`config.mk`:
```
export PLATFORM = sky130hd
export DESIGN_NAME = lfsr_prng
export DESIGN_NICKNAME = d
export VERILOG_FILES = /design/src/rtl/lfsr_prng.sv
export SDC_FILE = /design/constraint.sdc
export NUM_CORES = 1
export LEC_CHECK = 0
export CORE_AREA = 8 8 59 61
export CTS_CLUSTER_SIZE = 25
export DETAILED_ROUTE_END_ITERATION = 8
export DIE_AREA = 0 0 67 69
export PLACE_DENSITY = 0.72
export REMOVE_ABC_BUFFERS = 1
export SETUP_SLACK_MARGIN = 0.4
export SYNTH_ARGS = -nofsm -noshare
export SYNTH_HDL_FRONTEND = slang
export SYNTH_SLANG_ARGS = --single-unit
```
`constraint.sdc`:
```
create_clock -name clk -period 1.5 [get_ports clk]
set_input_delay 0.3 -clock clk [delete_from_list [all_inputs] [get_ports clk]]
set_output_delay 0.3 -clock clk [all_outputs]
set_load 0.05 [all_outputs]
```
`src/rtl/lfsr_prng.sv`:
```
// Parametrised Fibonacci LFSR pseudo-random generator with multi-step advance,
// run-time seed load, stall enable, lock-up recovery and period-wrap marker.
module lfsr_prng #(
    parameter int unsigned      WIDTH = 16,
    parameter logic [WIDTH-1:0] TAPS  = 16'hB400,
    parameter bit               XNOR  = 1'b0,
    parameter int unsigned      STEPS = 1,
    parameter logic [WIDTH-1:0] SEED  = 16'h0001
) (
    input  logic             clk,
    input  logic             rst_n,
    input  logic             i_en,
    input  logic             i_load,
    input  logic [WIDTH-1:0] i_seed,
    output logic [WIDTH-1:0] o_out,
    output logic             o_wrap,
    output logic             o_lockup
);

    // The one state the feedback can never leave on its own.
    localparam logic [WIDTH-1:0] LOCK = {WIDTH{XNOR}};

    generate
        if (WIDTH < 3 || WIDTH > 64) begin : g_bad_width
            $error("lfsr_prng: WIDTH must be in 3..64");
        end else if (STEPS < 1 || STEPS > WIDTH) begin : g_bad_steps
            $error("lfsr_prng: STEPS must be in 1..WIDTH");
        end else if (TAPS[WIDTH-1] != 1'b1) begin : g_bad_taps
            $error("lfsr_prng: TAPS[WIDTH-1] must be set");
        end else if (SEED == LOCK) begin : g_bad_seed
            $error("lfsr_prng: SEED must differ from the lock state");
        end
    endgenerate

    function automatic logic [WIDTH-1:0] lfsr_step(input logic [WIDTH-1:0] s);
        logic fb;
        fb = (^(s & TAPS)) ^ XNOR;
        return {s[WIDTH-2:0], fb};
    endfunction

    logic [WIDTH-1:0] state_q, state_d;
    logic             wrap_q, wrap_d;
    logic             lock_q, lock_d;
    logic [WIDTH-1:0] adv;

    always_comb begin
        adv = state_q;
        for (int unsigned k = 0; k < STEPS; k++) begin
            adv = lfsr_step(adv);
        end
    end

    // Load beats recovery, recovery beats advance; pulses only come from the latter two.
    always_comb begin
        state_d = state_q;
        wrap_d  = 1'b0;
        lock_d  = 1'b0;
        if (i_load) begin
            state_d = i_seed;
        end else if (state_q == LOCK) begin
            state_d = SEED;
            lock_d  = 1'b1;
        end else if (i_en) begin
            state_d = adv;
            wrap_d  = (adv == SEED);
        end
    end

    always_ff @(posedge clk or negedge rst_n) begin
        if (!rst_n) begin
            state_q <= SEED;
            wrap_q  <= 1'b0;
            lock_q  <= 1'b0;
        end else begin
            state_q <= state_d;
            wrap_q  <= wrap_d;
            lock_q  <= lock_d;
        end
    end

    assign o_out    = state_q;
    assign o_wrap   = wrap_q;
    assign o_lockup = lock_q;

endmodule

```
# == Yosys cells after proc, flatten, opt, wreduce, memory -nomap -nowiden ==
# Cells that the tools add are included.
# classes
div_mod_pow,0
n_reduce_logical,3
n_lt_le_gt_ge,0
n_addsub,0
bitwise_logic,0
n_mul,0
n_eq_ne,1
muxes,8
shifts,0
# op_table
operator,n
two-way mux 16 bit,3
== test 16 x 1 -> 1 bit (second input constant),1
logical NOT 16 bit,1
XOR reduction 16 bit,1
two-way mux 1 bit,5
nonzero test 3 bit,1
# totals
latch_bits,0
ff_bits,18
ramBits,0
wordCells,15
in_bits,20
memories,0
out_inout_bits,18
romBits,0

# == Longest topological paths before layout ==
# Gate-level depths: netlist of run 1.
# depth
word_depth,5
mapped_depth,5
mapped_depth_nobuf,5

# == Worst setup path after synthesis of run 1 ==
# No wires, ideal clock.
# synth_timing
kind,register to register
from,reg state_q[12] (netlist: o_out[12])
to,reg wrap_q (netlist: o_wrap)
required_time_ps,1406
period_less_slack_ps,1882
setup_slack_ps,-382
setup_ps,94
path_buffers,0
t_arrival_ps,1788
path_stages_with_launch,6
path_cell_list,dfrtp_1 inv_1 ha_1 nor3b_1 or4_4 nor4b_4
# synth_between
elab_chain_cells,5
elab_cells_between_ends,6
cone_classes,eq/ne (1); mux (3); reduce/logical (2)
# synth_rtl
item,line_no,rtl
start: declaration,41,"logic [WIDTH-1:0] state_q, state_d;"
start signal: assignment,75,state_q <= state_d;
XOR reduction 16 bit,37,fb = (^(s & TAPS)) ^ XNOR;
== test 16 x 1 -> 1 bit,65,wrap_d = (adv == SEED);
two-way mux 1 bit,63,end else if (i_en) begin
two-way mux 1 bit (*),60,end else if (state_q == LOCK) begin
two-way mux 1 bit (*),58,if (i_load) begin
net wrap_d,42,"logic wrap_q, wrap_d;"
end signal: assignment,76,wrap_q <= wrap_d;
end: declaration,42,
# Mark *: on every way through the listed nets, which the timed path passes. The rest lies on a longest branch.
# A chain may end at the register's enable or synchronous reset.

# == Worst setup path after layout of run 1 ==
# layout_timing
from,reg state_q[13] (netlist: o_out[13])
to,reg wrap_q (netlist: o_wrap)
# Same word-level chain as after synthesis.

==> metrics, run 1 <==
status=finished clean; layout cell share with drive strength beyond 1=45.7%; IO Pins=38; Clk pwr share=14.9%; Slowest-stage cell, CP=or4_4; largest stage delay on the critical path=0.43 ns; pwr dens=890 mW/mm^2; sequential share of power=36.3%; delay-heaviest family, CP=simple AND/OR/NAND/NOR gates; die area=0.00462 sq mm; Total Power=0.00167 W; Avg Cell Area, Syn=10.9 sq um; synth warn=0; vias in the first global route=1014; Seq/Total Area, Yosys=49.3%; Nets=173; most frequent cells in the layout=buf_4 (19), buf_12 (18), clkdlybuf4s50_1 (17); Comb pwr share=48.8%; DRC violation count after routing=0; RSZ-0062 raised after global routing=true; register bit count reported by yosys=18; Post-Route WL=3.12 mm; synthesized instance count=84; Area contributors post-synth=dfrtp_1 (46%), mux2i_1 (14%), o21ai_0 (7.7%); Vias=911; P_int=0.00108 W; fill count=191; Multi-input gate area=523 sq um; pre-CTS WS=-0.147 ns; row cnt=19; Worst-Skew Late Latency=0.29 ns; ANT cells=0; gr ovfl total=0; PortBufs=37; worst setup margin=0.0283 ns; Placed Area=0.00162 sq mm; maximum capacitance violations=0; Starting Density=35.0%; Hold Crit Class=input port to asynchronous set/reset pin; Final Util=71.9%; CP Launch Type=flip-flop; largest net degree at the start of global routing=19; Netlist cell types=23; critical path cell sequence=inv_2 > ha_4 > nor3b_4 > or4_4 > nor4b_4; Net Sw Power=0.000589 W; final period utilization=98.1%; drt wl/cell=17.2 um; Total GRT Usage=13.8%; cts bufs inserted=3; initial antenna violation count=0; Layout Area Growth over Synthesis=105%; TritonCTS clock tree=yes; clk buf depth=2; H-tree Lvls=1; most common cell after layout, fill and taps aside=buf_4; Routed Antenna Nets=0; CP Class=flip-flop to flip-flop; Setup-failing EPs final=0; Vias per Instance=5.01; Leakage=0.851 nW; TritonRoute pass-1 iters=4; CP endpoint kind=flip-flop; post-synth top area share=46.4%; CP required=1.71 ns; fin area=0.00188 sq mm; Period minus WS final=1.47 ns; register area=455 sq um; first-pass GRT wire length=5.06 mm; Layout Skew=0.00823 ns; WP buf/inv=1; WP data arrival=1.68 ns; initial drt markers=22; Post-DP HPWL=2.18 mm; GPL Wtd Cong=0.851; sw frac=35.2%; Clk pin slew, worst setup/hold paths=0.10 ns; Max Fclk=679 MHz; cell taking the most area after synthesis=dfrtp_1; max-slew violations=0; Slew headroom=75.9%; Die Wd=67 um; Max Fanout on Critical Path=2; core area=0.00262 sq mm; worst slew pin tran=0.359 ns; CTS Root Buffer Type=clkbuf_4; final-report hold violation count=0; clk sinks=18; Peak VDD IR=0.635 mV; Syn Std Cell Area=916 sq um; Chip Height=69 um
-- path summary, 6_finish.rpt --
check	start	cells past startpoint	to	slack [ns]
setup / recovery	o_out[13]	5	o_wrap	0.03
hold / removal	rst_n	2	o_out[7]	0.32
setup reg to reg	o_out[13]	5	o_wrap	0.03
hold reg to reg	o_out[4]	3	o_wrap	0.68
max in group asynchronous	rst_n	2	o_out[0]	0.91
min in group clk	i_load	3	o_out[0]	0.48
-- routing by layer --
metal  vias up  routed length (um)  GRT usage (%)
met5         -                   0              0
met3         0                 225           4.85
li1        436                   -              -
met2        37                1580           22.1
met4         0                   0           4.19
met1       438                1320           16.7
-- sequential cells by signal (all words and copies together), names as in the netlist --
signal / flops
o_lockup: 1
o_out: 16
o_wrap: 1
-- logic make-up (layout without fill, tap and decap cells) --
| kind of cell | count (synthesis) | in the layout | synth area share, % |
|---|---|---|---|
| multiplexers | 14 | 14 | 15.4 |
| flip-flops | 18 | 18 | 49.3 |
| adder cells (fa/ha/maj) | 1 | 1 | 1.37 |
| AO/OA/AOI/OAI | 19 | 19 | 12.0 |
| XOR/XNOR | 1 | 1 | 2.60 |
| buffers and inverters | 7 | 74 | 4.10 |
| AND/OR/NAND/NOR | 24 | 24 | 15.2 |
-- metrics by stage --
stage | instances | hold WS, ns | setup TNS [ns]
6_report | 182 | 0.322 | 0
5_1_grt | 182 | 0.312 | 0
4_1_cts | 181 | 0.322 | -0.0297
3_5_place_dp | 166 | 0.620 | -0.324
3_3_place_gp | 166 | 0.599 | -0.181
2_1_floorplan | 79 | 0.00441 | -0.945
-- power groups by stage --
stage | sequential [W] | clock (W) | combinational, W
5_1_grt | 0.000614 | 0.000291 | 0.000855
3_3_place_gp | 0.000584 | 0 | 0.000694
6_report | 0.000608 | 0.000249 | 0.000817
3_5_place_dp | 0.000587 | 0 | 0.000701
2_1_floorplan | 0.000755 | 0 | 0.000122
4_1_cts | 0.000607 | 0.000254 | 0.000786
-- cells in the mapped netlist --
master / number
nand3_1: 1
or4_4: 1
nor2b_1: 1
dfrtp_1: 17
buf_1: 1
mux2i_1: 13
buf_6: 1
o21ai_0: 14
clkbuf_1: 2
nor4b_4: 1
nor4_1: 3
a41oi_1: 1
nand2b_1: 1
ha_1: 1
nand2_1: 14
nor3b_1: 2
mux2_2: 1
inv_1: 2
dfstp_2: 1
a22o_1: 3
a21oi_1: 1
buf_4: 1
xor3_1: 1
-- area by class of cell --
cell class                 count  area share, %
timing repair buffer          68           44.1
sequential                    18           24.2
inverter                       2          0.399
multi-input combinational     59           27.8
clock buffer                   4           1.40
tap                           31           2.06
-- worst register-to-register path: stages (launching register included) --
cell and delay [ns]:
dfrtp_1 0.38, inv_2 0.06, ha_4 0.15, nor3b_4 0.15
or4_4 0.43, nor4b_4 0.23
-- repair_timing --
action,4_1_cts,5_1_grt
resized for setup,25,11
endpoints found under the setup margin,36,27
setup buffers,11,1
pin swaps,5,4
hold endpoints to repair,0,0
gates cloned,0,0
hold buffers,0,0
Note: power is estimated with default switching activity, not from simulation.
==> run 2, diff against run 1 <==
--- a/config.mk
+++ b/config.mk
@@ -9,8 +9,8 @@
 export CTS_CLUSTER_SIZE = 25
 export DETAILED_ROUTE_END_ITERATION = 8
 export DIE_AREA = 0 0 67 69
+export GPL_TIMING_DRIVEN = 1
 export PLACE_DENSITY = 0.72
-export REMOVE_ABC_BUFFERS = 1
 export SETUP_SLACK_MARGIN = 0.4
 export SYNTH_ARGS = -nofsm -noshare
 export SYNTH_HDL_FRONTEND = slang
==> run 2 against run 1 <==
Final cell count down 5.5%. Sequential share of layout area up 1.3 points. Die area unchanged. Critical path type unchanged.
==> metrics, run 2 (synthesis results as in run 1) <==
status=finished clean; initial antenna violation count=0; GPL Wtd Cong=0.762; drt wl/cell=18.2 um; sequential share of power=38.5%; Routed Antenna Nets=0; PortBufs=37; RSZ-0062 raised after global routing=true; Post-Route WL=3.14 mm; final-report hold violation count=0; Clk pwr share=16.0%; Final Util=70.0%; most frequent cells in the layout=buf_12 (20), clkdlybuf4s50_1 (17), nand2_1 (14), buf_4 (14); Period minus WS final=1.46 ns; Leakage=0.805 nW; layout cell share with drive strength beyond 1=48.9%; Setup-failing EPs final=0; Worst R2R Path Depth=5; die area=0.00462 sq mm; row cnt=19; Starting Density=35.0%; Critical Path End=o_wrap; Post-DP HPWL=2.16 mm; maximum capacitance violations=0; CTS Root Buffer Type=clkbuf_4; Non-Filler Instances=172; final period utilization=97.5%; post-synth net total=105; Nets=163; Slowest-stage cell, CP=or4_4; Max Fclk=683 MHz; Vias per Instance=5.20; Chip Height=69 um; Comb pwr share=45.5%; Reg2Reg Setup Slack=0.04 ns; Layout Skew=0.00932 ns; most common cell after layout, fill and taps aside=buf_12; crit path from=o_out[12]; pwr dens=897 mW/mm^2; Clk pin slew, worst setup/hold paths=0.11 ns; CP required=1.72 ns; initial drt markers=26; global-route met1 utilization=16.4%; GRT met3 Usage=3.39%; max reg flops=16; largest stage delay on the critical path=0.43 ns; clk buf depth=2; TritonRoute pass-1 iters=4; critical path cell sequence=inv_2 > ha_4 > nor3b_4 > or4_4 > nor4b_4; ANT cells=0; Die Wd=67 um; dpl cells=157; M2 GR Usage=24.7%; Hold Crit Class=input port to asynchronous set/reset pin; largest net degree at the start of global routing=24; Net Sw Power=0.000589 W; global route hottest layer=met2; cts bufs inserted=3; CP endpoint kind=flip-flop; reg2reg start=o_out[12]; clk sinks=18; worst slew pin tran=0.331 ns; max-slew violations=0; DRC violation count after routing=0; TritonCTS clock tree=yes; Worst R2R End=o_wrap; P_int=0.00105 W; CP Launch Type=flip-flop; core area=0.00262 sq mm; CP Class=flip-flop to flip-flop; Max Fanout on Critical Path=3; Total GRT Usage=14.4%; WP data arrival=1.68 ns; H-tree Lvls=1; Slew headroom=77.9%; Peak VDD IR=0.639 mV; first-pass GRT wire length=5.17 mm; total negative slack=0 ns; IO Pins=38; vias in the first global route=1012; gr ovfl total=0; fill count=192; Worst-Skew Late Latency=0.31 ns; sw frac=35.9%; Vias=895; Layout Area Growth over Synthesis=100%
run 2: changes by cell type in the layout (fill, tap and decap cells not counted), moves of 2 or more:
cell,previous run,this run
buf_4,19,14
o21ai_1,3,1
dfrtp_1,14,4
o21ai_0,11,13
buf_12,18,20
dfrtp_2,3,13
buf_6,12,3
run 2: worst min path at each step:
stage	startpoint	endpoint	slack, ns
2_1_floorplan	rst_n	o_lockup	0.004
3_3_place_gp	o_out[0]	o_out[0]	0.60
3_5_place_dp	o_out[0]	o_out[0]	0.63
4_1_cts	rst_n	o_out[6]	0.32
5_1_grt	rst_n	o_out[6]	0.32
6_report	rst_n	o_out[6]	0.31
run 2: per-layer routing:
layer	wire, um	vias up
met5	0	-
met4	63	0
li1	-	418
met3	169	6
met1	1250	440
met2	1660	31
run 2: per-stage QoR:
step | total power (W) | hold slack, ns | setup WS (ns) | cell area [sq um]
5_1_grt | 0.00171 | 0.322 | -0.0207 | 1830
3_5_place_dp | 0.00131 | 0.627 | -0.161 | 1650
2_1_floorplan | 0.000945 | 0.00441 | -0.126 | 1010
3_3_place_gp | 0.00129 | 0.597 | -0.144 | 1650
4_1_cts | 0.00163 | 0.321 | 0.0454 | 1820
6_report | 0.00164 | 0.308 | 0.0368 | 1830
run 2: cell type report:
class                   count  area [sq um]  share of cell area, %
clock buffers               4          26.3                   1.43
multi-input cells          59           513                   28.0
flip-flops and latches     18           468                   25.5
inverters                   2          7.51                  0.410
well taps                  31          38.8                   2.12
repair buffers             58           778                   42.5
run 2: timing repair:
item	4_1_cts	5_1_grt
hold buffers	0	0
gates resized for setup	8	2
setup buffers	9	1
gates cloned	1	0
setup endpoints to repair	32	26
pin swaps	7	1
run 2: power by group through the flow:
stage	Combinational, W	Sequential, W	Clock [W]
after floorplan	0.000161	0.000784	0
after global placement	0.000647	0.000645	0
after detailed placement	0.000659	0.000647	0
after CTS	0.000734	0.000634	0.000265
after global routing	0.000786	0.000639	0.000289
final	0.000748	0.000632	0.000263
run 2: critical path, delay by kind of cell, from the launching register on:
kind	cells	cell delay [ns]
fa+ha+maj	1	0.15
buf+inv	1	0.05
flops	1	0.38
simple gates	3	0.79
